### config.mk
export PLATFORM = sky130hd
export DESIGN_NAME = alu_muldiv_seq
export DESIGN_NICKNAME = d
export VERILOG_FILES = /design/src/rtl/alu_muldiv_seq.sv
export SDC_FILE = /design/constraint.sdc
export NUM_CORES = 1
export LEC_CHECK = 0
export BUFFER_PORTS_ARGS = -buffer_cell sky130_fd_sc_hd__buf_4
export CAP_MARGIN = 20
export CORE_ASPECT_RATIO = 0.5
export CORE_MARGIN = 5
export CORE_UTILIZATION = 45
export DETAILED_ROUTE_END_ITERATION = 8
export HOLD_SLACK_MARGIN = 0.05
export PLACE_DENSITY = 0.8
export SETUP_SLACK_MARGIN = 0.15
export SYNTH_ARGS = -nofsm -noshare
export SYNTH_HDL_FRONTEND = slang
export SYNTH_SLANG_ARGS = --single-unit
### constraint.sdc
create_clock -name clk -period 6.63 [get_ports clk]
set_input_delay 1.6575 -clock clk [delete_from_list [all_inputs] [get_ports clk]]
set_output_delay 1.6575 -clock clk [all_outputs]
set_load 0.01 [all_outputs]
### src/rtl/alu_muldiv_seq.sv
// Sequential 32-bit unsigned multiplier / restoring divider that performs all
// of its add/subtract work through an external shared ALU, one iteration per cycle.
module alu_muldiv_seq (
  input  logic        clk,
  input  logic        rst,
  input  logic        start,
  input  logic        op,
  input  logic [31:0] A,
  input  logic [31:0] B,
  output logic        busy,
  output logic        done,
  output logic [31:0] Q,
  output logic [31:0] Rm,
  output logic        dz,
  output logic [31:0] alu_x,
  output logic [31:0] alu_y,
  output logic [1:0]  alu_aluc,
  input  logic [31:0] alu_r,
  input  logic        alu_z
);

  typedef enum logic [1:0] {IDLE, MUL, DIV, DONE} state_t;

  localparam logic [1:0] ALU_ADD = 2'b00;
  localparam logic [1:0] ALU_SUB = 2'b01;

  state_t      state_q;
  logic [5:0]  cnt_q;
  logic [31:0] acc_q;
  logic [31:0] a_q;
  logic [31:0] b_q;
  logic [31:0] q_q;
  logic [31:0] rm_q;
  logic        busy_q;
  logic        done_q;
  logic        dz_q;

  logic [31:0] mulAcc_d;
  logic [31:0] divT;
  logic        divC;
  logic        divBorrow;
  logic        quoBit;
  logic [31:0] divRem_d;
  logic [31:0] divDvd_d;
  logic        unusedZero;

  assign unusedZero = alu_z;

  // In MUL, acc_q is the running product, a_q the multiplier, b_q the shifted
  // multiplicand. In DIV, acc_q is the remainder, a_q the dividend/quotient, b_q the divisor.
  assign mulAcc_d  = a_q[0] ? alu_r : acc_q;
  assign divT      = {acc_q[30:0], a_q[31]};
  assign divC      = acc_q[31];
  assign divBorrow = (~divT[31] & b_q[31]) | (~(divT[31] ^ b_q[31]) & alu_r[31]);
  assign quoBit    = divC | ~divBorrow;
  assign divRem_d  = quoBit ? alu_r : divT;
  assign divDvd_d  = {a_q[30:0], quoBit};

  always_comb begin
    alu_x    = 32'd0;
    alu_y    = 32'd0;
    alu_aluc = ALU_ADD;
    case (state_q)
      MUL: begin
        alu_x    = acc_q;
        alu_y    = b_q;
        alu_aluc = ALU_ADD;
      end
      DIV: begin
        alu_x    = divT;
        alu_y    = b_q;
        alu_aluc = ALU_SUB;
      end
      default: ;
    endcase
  end

  always_ff @(posedge clk or posedge rst) begin
    if (rst) begin
      state_q <= IDLE;
      cnt_q   <= 6'd0;
      acc_q   <= 32'd0;
      a_q     <= 32'd0;
      b_q     <= 32'd0;
      q_q     <= 32'd0;
      rm_q    <= 32'd0;
      busy_q  <= 1'b0;
      done_q  <= 1'b0;
      dz_q    <= 1'b0;
    end else begin
      case (state_q)
        IDLE: begin
          done_q <= 1'b0;
          if (start) begin
            cnt_q <= 6'd0;
            acc_q <= 32'd0;
            dz_q  <= 1'b0;
            if (!op) begin
              a_q     <= B;
              b_q     <= A;
              busy_q  <= 1'b1;
              state_q <= MUL;
            end else if (B != 32'd0) begin
              a_q     <= A;
              b_q     <= B;
              busy_q  <= 1'b1;
              state_q <= DIV;
            end else begin
              // Divide by zero completes immediately without touching the ALU.
              a_q     <= A;
              b_q     <= B;
              q_q     <= 32'hFFFF_FFFF;
              rm_q    <= A;
              dz_q    <= 1'b1;
              done_q  <= 1'b1;
              state_q <= DONE;
            end
          end
        end
        MUL: begin
          acc_q <= mulAcc_d;
          b_q   <= b_q << 1;
          a_q   <= a_q >> 1;
          cnt_q <= cnt_q + 6'd1;
          if (cnt_q == 6'd31) begin
            q_q     <= mulAcc_d;
            rm_q    <= 32'd0;
            busy_q  <= 1'b0;
            done_q  <= 1'b1;
            state_q <= DONE;
          end
        end
        DIV: begin
          acc_q <= divRem_d;
          a_q   <= divDvd_d;
          cnt_q <= cnt_q + 6'd1;
          if (cnt_q == 6'd31) begin
            q_q     <= divDvd_d;
            rm_q    <= divRem_d;
            busy_q  <= 1'b0;
            done_q  <= 1'b1;
            state_q <= DONE;
          end
        end
        DONE: begin
          done_q  <= 1'b0;
          state_q <= IDLE;
        end
        default: state_q <= IDLE;
      endcase
    end
  end

  assign busy = busy_q;
  assign done = done_q;
  assign Q    = q_q;
  assign Rm   = rm_q;
  assign dz   = dz_q;

endmodule

# After elaboration in Yosys (flattened, before gate mapping)
# Index checks and enable logic that the tools add are counted.
[word_totals]
out_inout_bits = 133
word_cells = 85
ff_bits = 171
in_bits = 101
[op_classes]
bitwise = 8
eq_ne = 11
add_sub_neg = 1
muxes = 42
reduce_logical = 13
[ops]
columns = ["cell", "n"]
rows = [
  ["32-bit 2-to-1 mux", 18],
  ["32-bit case mux with 3 select lines", 4],
  ["32-bit case mux with 2 select lines", 2],
  ["32-bit nonzero test", 1],
  ["6-bit case mux with 2 select lines", 1],
  ["1-bit 2-to-1 mux", 10],
  ["2-bit inequality test, second input constant", 5],
  ["2-bit AND reduction", 5],
  ["6-bit by 1-bit adder with 6-bit output, second input constant", 1],
  ["6-bit by 5-bit equality test with 1-bit output, second input constant", 1],
  ["2-bit 2-to-1 mux", 3],
  ["6-bit 2-to-1 mux", 1],
  ["2-bit case mux with 3 select lines", 1],
  ["6-bit AND reduction", 1],
  ["2-bit equality test, second input constant", 2],
  ["4-bit AND reduction", 1],
  ["2-bit nonzero test", 2],
  ["3-bit inequality test, second input constant", 1],
  ["1-bit NOT", 3],
  ["1-bit case mux with 3 select lines", 1],
  ["3-bit nonzero test", 1],
  ["1-bit bitwise AND", 2],
  ["2-bit by 1-bit equality test with 1-bit output, second input constant", 1],
  ["2-bit zero test", 1],
  ["other kinds (5)", 6],
]

# Logic depth before layout (Yosys ltp)
# Gate-level depths: netlist (run 1).
[depth]
word_depth = 9
ltp_mapped = 9
mapped_depth_nobuf = 7

# Least setup slack after synthesis (run 1)
# Ideal clock, no wire load.
[synth_path]
kind = "register to output"
startpoint = "register state_q[0]"
endpoint = "output alu_x[23]"
required_ns = 4.972
slack_ns = 3.213
n_path_buf = 3
arrival_ns = 1.759
stages_incl_launch_ff = 7
path_cell_list = "dfrtp_1 > inv_1 > ha_1 > clkbuf_1 > clkbuf_1 > clkbuf_1 > nor2b_1"
[synth_via]
elab_chain_len = 2
elab_cells_between_ends = 3
classes_between = "eq/ne: 2; mux: 1"
[synth_lines]
columns = ["item", "line", "text"]
rows = [
  ["start: declaration", "27", "state_t state_q;"],
  ["start signal: assignment", "80", "state_q <= IDLE;"],
  ["start signal: assignment", "102", "state_q <= MUL;"],
  ["start signal: assignment", "107", "state_q <= DIV;"],
  ["2-bit equality test / 2-bit by 1-bit equality test with 1-bit output (equally long branches)", "63", "case (state_q)"],
  ["32-bit case mux with 2 select lines (*)", "63", ""],
  ["end: declaration", "15", "output logic [31:0] alu_x,"],
]
# Every way passes the cells marked *; elsewhere a longest branch is shown, timed or not.

# Final worst setup path (run 1)
[layout_path]
startpoint = "register state_q[1]"
endpoint = "output alu_x[4]"
# The elaborated chain is that of the path after synthesis.

==> insert_results.sql, run 1 <==
INSERT INTO impl_metrics (metric_group, metric, value, unit) VALUES
('sta', 'layout_worst_path_cycle_share', '0.673', ''),
('clock_tree', 'htree_levels', '4', ''),
('logic_synthesis', 'count_of_yosys_warnings_during_synthesis', '0', ''),
('worst_setup_path', 'r2r-end', 'Rm[18]', ''),
('detailed_routing', 'drt_pass1_iterations', '5', ''),
('logic_synthesis', 'synth-xor-area-share', '0.00246', ''),
('die', 'rows', '39', ''),
('logic_synthesis', 'synth_adder_area_share', '0.00702', ''),
('logic_synthesis', 'synth_top_family_by_area', 'multiplexers', ''),
('logic_synthesis', 'ys_types', '43', ''),
('logic_synthesis', 'proportion_of_register_bits_with_asynchronous_set_or_reset_after_synthesis', '1.00', ''),
('worst_setup_path', 'ff2ff_path_depth', '7', ''),
('worst_setup_path', 'cp_data_required_time', '4970', 'ps'),
('worst_setup_path', 'worst_setup_path_start_kind', 'register', ''),
('sta', 'max_slew_margin_vs_limit', '0.217', ''),
('finish', 'area_delta_synth_final', '23.4', '%'),
('grt', 'maximum_number_of_pins_on_one_net_before_global_route_repair', '97', ''),
('worst_setup_path', 'cp.arrival', '2800', 'ps'),
('die', 'start_util', '0.463', ''),
('finish', 'num-nets-final', '1464', ''),
('worst_setup_path', 'setup.worst_path.class', 'reg2out', ''),
('logic_synthesis', 'post_synth_inst_count', '1185', ''),
('logic_synthesis', 'yosys.area_share.simple', '0.177', ''),
('flow_run', 'max_cap_violations', '0', ''),
('grt', 'grt_antenna_before_repair', '1', ''),
('clock_tree', 'count_of_clock_tree_sinks', '171', ''),
('sta', 'fin_skew', '13.1', 'ps'),
('clock_tree', 'cts_buffer_depth', '2', ''),
('min_path', 'hold_path.class', 'reg2reg', ''),
('sta', 'setup-tns-final', '0', 'ps'),
('die', 'core_area', '23100', 'um2'),
('detailed_routing', 'detailroute.via_count', '9715', ''),
('placed_design', 'port-buffer-count', '231', ''),
('die', 'ioPinCount', '234', ''),
('grt', 'grt_pass1_vias', '9696', ''),
('sta', 'fmaxAchievable', '224', 'MHz'),
('placed_design', 'place_hpwl', '23900', 'um'),
('detailed_routing', 'drt_first_iter_violations', '1326', ''),
('logic_synthesis', 'synth_flop_cell', 'dfrtp_1', ''),
('pwr', 'p_leak', '6.24', 'nW'),
('min_path', 'min_path_cells', '1', ''),
('clock_tree', 'cts.root.buffer_cell', 'clkbuf_16', ''),
('worst_setup_path', 'critical_path.endpoint_type', 'output port', ''),
('outcome', 'status', 'completed', ''),
('finish', 'layout-drive-gt1-share', '0.300', ''),
('logic_synthesis', 'compound_gate_fraction_of_synth_area', '0.141', ''),
('logic_synthesis', 'synth_sequential_area_ratio', '0.400', ''),
('logic_synthesis', 'syn_nets', '1292', ''),
('min_path', 'hold_path_startpoint', 'Q[29]', ''),
('logic_synthesis', 'flip_flop_and_latch_count_after_synthesis', '171', ''),
('clock_tree', 'cts.hold.buffers_added', '0', ''),
('worst_setup_path', 'timing.rr.start', 'state_q[0]', ''),
('pwr', 'power_density', '558', 'nW/um2'),
('worst_setup_path', 'setup.reg_to_reg.worst_slack', '2790', 'ps'),
('logic_synthesis', 'synth_enable_flop_cells', '0', ''),
('die', 'fp.dieH', '119', 'um'),
('die', 'die_w', '228', 'um'),
('logic_synthesis', 'postSynthAreaPerCell', '9.03', 'um2'),
('detailed_routing', 'drc_errors', '0', ''),
('worst_setup_path', 'crit_fanout', '87', ''),
('sta', 'number_of_pins_with_negative_max_slew_slack_in_the_final_report', '0', ''),
('placed_design', 'number_of_cells_in_the_design_after_placement', '1644', ''),
('sta', 'finalCriticalPeriod', '4460', 'ps'),
('sta', 'final-setup-viol-count', '0', ''),
('finish', 'fillCellCount', '1961', ''),
('detailed_routing', 'drt_wl_total', '34600', 'um'),
('grt', 'total_global_routing_overflow', '0', ''),
('placed_design', 'gpl.final_weighted_congestion', '0.890', ''),
('logic_synthesis', 'syn_area', '10700', 'um2'),
('clock_tree', 'clk_latency', '440', 'ps'),
('clock_tree', 'cts_resized', '0', '');
==> synth_stat cells (34+ instances only) <==
library cell / instances / area [um2]
a22oi_1: 63 / 473
nand3_1: 62 / 310
o21ai_0: 89 / 445
mux2_4: 59 / 886
inv_1: 41 / 154
a21oi_1: 37 / 185
nor2b_1: 34 / 213
clkbuf_1: 79 / 297
nand2_1: 238 / 893
mux2_2: 60 / 676
nor2_1: 41 / 154
mux2i_1: 66 / 661
dfrtp_1: 171 / 4280
==> final cells by class <==
cell class              count  area (um2)  area share
diodes                      1        2.50    0.000190
well taps                 307         384      0.0291
repair buffers            250        1880       0.143
clock buffers              20         437      0.0331
flip-flops and latches    171        4280       0.324
clock inverters            12         196      0.0149
inverters                  41         159      0.0120
multi-input cells         876        5860       0.444
==> layout by cell type (no fill, tap or decap), types with 4 or more instances in the layout <==
master | netlist | final
buf_4 | 1 | 249
nand2_1 | 238 | 238
dfrtp_1 | 171 | 170
o21ai_0 | 89 | 89
mux2i_1 | 66 | 66
a22oi_1 | 63 | 63
nand3_1 | 62 | 62
mux2_2 | 60 | 60
mux2_4 | 59 | 59
inv_1 | 41 | 40
nor2_1 | 41 | 40
a21oi_1 | 37 | 36
nor2b_1 | 34 | 34
o22ai_1 | 33 | 33
and2_1 | 32 | 32
clkbuf_16 | 0 | 17
o21ai_1 | 18 | 16
nor4_1 | 8 | 8
bufinv_16 | 0 | 5
nand4_1 | 4 | 4
mux2_1 | 4 | 4
==> critical path, stage by stage (launching register included) <==
cell	delay (ps)
dfrtp_1	400
inv_1	170
ha_4	840
buf_4	420
a22oi_1	140
nor2b_1	180
buf_4	150
==> cells by family (layout without fill, tap and decap cells) <==
group | Yosys count | count (layout)
mux | 189 | 189
fa+ha+maj | 6 | 6
xor+xnor | 3 | 3
simple gates | 425 | 425
other cells | 1 | 2
buf+inv | 138 | 323
compound gates | 252 | 252
flops | 171 | 171
==> routing by layer <==
metal / global-route usage / up-vias / part of all wire
li1: - / 4463 / -
met1: 0.336 / 4762 / 0.44
met2: 0.392 / 423 / 0.46
met3: 0.0509 / 67 / 0.066
met4: 0.0902 / 0 / 0.028
met5: 0 / - / 0
==> report_power, final <==
group          total [mW]  internal, mW  leakage [nW]  switching [mW]
clock network        1.11         0.667         0.300           0.444
logic                4.24          1.88          3.80            2.36
registers            2.02          1.54          2.14           0.478
==> how the worst max path moves through the flow <==
stage,start,end,slack [ps],cells past startpoint
after floorplan,rst,Q[0],340,1
after global placement,B[14],Q[1],2000,7
after detailed placement,B[14],Rm[18],1970,7
after CTS,state_q[1],alu_x[5],2240,6
after global routing,state_q[1],alu_x[2],2050,6
final,state_q[1],alu_x[4],2170,6
==> stage by stage <==
| step | area (um2) | power [mW] | utilization | worst slack, ps | hold slack [ps] |
|---|---|---|---|---|---|
| floorplan | 10700 | 4.84 | - | 341 | 463 |
| CTS | 13200 | 7.34 | 0.571 | 2240 | 498 |
| global placement | 12600 | 6.06 | 0.544 | 2000 | 479 |
| global route | 13200 | 7.84 | 0.572 | 2050 | 517 |
| finish | 13200 | 7.37 | 0.572 | 2170 | 495 |
| detailed placement | 12600 | 6.21 | 0.544 | 1970 | 480 |
==> registers in the layout, summed over array words and instances (netlist names) <==
signal,cells
Q,32
Rm,32
a_q,32
acc_q,32
b_q,32
busy,1
cnt_q,6
done,1
dz,1
state_q,2
No activity file was read; power rests on OpenSTA's default activity.
==> run 2: changes to the inputs <==
PLACE_DENSITY = 0.77   (was 0.8)
clock period = 4.5 ns   (was 6.63 ns; I/O delays follow)
==> run 2 against run 1 <==
  * Sequential share of layout area is 0.20 points lower
  * Flip-flop and latch count stayed put
  * Combinational power grew 49%
  * Clock skew shrank 5.6 ps
  * Via count grew 0.93%
  * Worst setup slack got worse by 1400 ps
  * Worst hold slack hardly changed
  * Critical path type unchanged
  * Largest power group unchanged
==> insert_results.sql, run 2 (synthesis results as in run 1) <==
INSERT INTO impl_metrics (metric_group, metric, value, unit) VALUES
('placed_design', 'postPlaceCellArea', '12700', 'um2'),
('die', 'start_util', '0.463', ''),
('grt', 'maximum_number_of_pins_on_one_net_before_global_route_repair', '92', ''),
('sta', 'final-setup-viol-count', '0', ''),
('finish', 'layout_utilization', '0.576', ''),
('worst_setup_path', 'max_stage_delay', '850', 'ps'),
('grt', 'grt_pass1_vias', '9571', ''),
('clock_tree', 'worst_setup_hold_path_clk_slew', '60', 'ps'),
('sta', 'whs', '495', 'ps'),
('detailed_routing', 'drt_first_iter_violations', '1106', ''),
('worst_setup_path', 'cp_data_required_time', '3380', 'ps'),
('sta', 'worst_slew_pin_slew', '1090', 'ps'),
('pwr', 'power_density', '820', 'nW/um2'),
('detailed_routing', 'final_antenna_net_count', '0', ''),
('worst_setup_path', 'critical_path.endpoint_type', 'output port', ''),
('finish', 'layout_commonest_cell', 'buf_4', ''),
('placed_design', 'number_of_cells_in_the_design_after_placement', '1654', ''),
('grt', 'grt_pass1_wl', '54500', 'um'),
('clock_tree', 'postCtsSetupBuffers', '0', ''),
('grt', 'grt_antenna_before_repair', '4', ''),
('worst_setup_path', 'cpMostUsedCell', 'buf_4', ''),
('clock_tree', 'cts-buffers-inserted', '17', ''),
('sta', 'finalCriticalPeriod', '3740', 'ps'),
('sta', 'number_of_pins_with_negative_max_slew_slack_in_the_final_report', '0', ''),
('worst_setup_path', 'crit_fanout', '91', ''),
('die', 'fp.dieArea', '27100', 'um2'),
('detailed_routing', 'drt-wirelength-per-cell', '20.5', 'um'),
('pwr', 'p_leak', '6.28', 'nW'),
('clock_tree', 'tritoncts_clock_tree', 'yes', ''),
('worst_setup_path', 'cp.arrival', '2610', 'ps'),
('worst_setup_path', 'path_cells', 'inv_1, ha_4, buf_4, a22oi_1, nor2b_1, buf_4', ''),
('placed_design', 'place_hpwl', '24200', 'um'),
('placed_design', 'port-buffer-count', '231', ''),
('sta', 'fin_skew', '7.47', 'ps'),
('detailed_routing', 'detailroute.via_count', '9805', ''),
('sta', 'hold_violations', '0', ''),
('detailed_routing', 'vias_cell', '5.80', ''),
('die', 'die_w', '228', 'um'),
('die', 'core_area', '23100', 'um2'),
('die', 'fp.dieH', '119', 'um'),
('sta', 'final_critical_path_setup_slack', '764', 'ps'),
('pwr', 'ir_drop', '0.509', 'mV'),
('placed_design', 'preCtsSetupSlack', '1020', 'ps'),
('finish', 'final_area', '13300', 'um2'),
('grt', 'grt_usage', '0.249', ''),
('clock_tree', 'count_of_clock_tree_sinks', '171', ''),
('detailed_routing', 'drt_wl_total', '34700', 'um'),
('worst_setup_path', 'setup.reg_to_reg.worst_slack', '1220', 'ps'),
('worst_setup_path', 'setup.worst_path.class', 'reg2out', ''),
('sta', 'layout_worst_path_cycle_share', '0.830', ''),
('die', 'ioPinCount', '234', ''),
('worst_setup_path', 'worst_setup_path_start_kind', 'register', ''),
('sta', 'max_slew_margin_vs_limit', '0.271', ''),
('finish', 'num-nets-final', '1473', ''),
('finish', 'layout-drive-gt1-share', '0.307', ''),
('clock_tree', 'htree_levels', '4', ''),
('finish', 'layout.cells.non_filler', '1690', ''),
('sta', 'fmaxAchievable', '268', 'MHz'),
('pwr', 'power.total', '10.9', 'mW'),
('clock_tree', 'cts_buffer_depth', '2', ''),
('finish', 'area_delta_synth_final', '24.2', '%'),
('worst_setup_path', 'critical_path.slowest_cell', 'ha_4', ''),
('grt', 'total_global_routing_overflow', '0', ''),
('sta', 'setup-tns-final', '0', 'ps'),
('clock_tree', 'cts.hold.buffers_added', '0', ''),
('flow_run', 'max_cap_violations', '0', ''),
('sta', 'unrepaired_setup_endpoints_after_global_routing', 'false', ''),
('outcome', 'status', 'completed', ''),
('clock_tree', 'cts.root.buffer_cell', 'clkbuf_16', ''),
('clock_tree', 'cts_resized', '0', ''),
('clock_tree', 'clk_latency', '450', 'ps'),
('min_path', 'hold_path.class', 'reg2reg', ''),
('detailed_routing', 'drt_pass1_iterations', '5', ''),
('placed_design', 'gpl.final_weighted_congestion', '0.897', ''),
('detailed_routing', 'drc_errors', '0', ''),
('die', 'rows', '39', ''),
('finish', 'layout_common_cells', 'buf_4 (256), nand2_1 (238), dfrtp_1 (170)', '');
run 2: cell types whose count changed in the layout (fill, tap and decap cells not counted), sizes merged:
cell and change:
inv +1, diode +3, clkinvlp +1, clkinv +1, clkbuf -2, bufinv -2, buf +10
run 2: power breakdown:
part / switching [mW] / leakage (nW) / internal (mW)
combinational: 3.49 / 3.85 / 2.83
sequential: 0.718 / 2.14 / 2.27
clock: 0.679 / 0.296 / 0.907
total: 4.88 / 6.28 / 6.01
run 2: metal layers:
layer,GRT usage,vias to the layer above,wire (um)
met5,0,-,0
met4,0.102,0,1130
met3,0.0597,75,2470
met2,0.396,440,16200
met1,0.331,4795,14900
li1,-,4495,-
run 2: cell type report:
type	count	area, um2
clock inverter	13	166
sequential	171	4280
timing repair buffer	259	1980
tap	307	384
clock buffer	19	453
multi-input combinational	876	5850
fill	1970	9800
inverter	41	158
antenna	4	10.0
run 2: final timing paths:
path / startpoint / endpoint / cells past startpoint
setup / recovery: state_q[1] / alu_x[26] / 6
hold / removal: Q[29] / Q[29] / 1
min in group asynchronous: rst / Rm[29] / 2
setup reg to reg: state_q[1] / acc_q[19] / 8
hold reg to reg: Q[29] / Q[29] / 1
max in group asynchronous: rst / a_q[0] / 3
run 2: worst max-delay path: cells and delay by family, from the launching register on:
family	cells	cell delay, ps
adders and majority gates	1	850
DFF	1	400
buffers and inverters	3	620
and+or+nand+nor	1	140
AOI/OAI and AO/OA	1	100
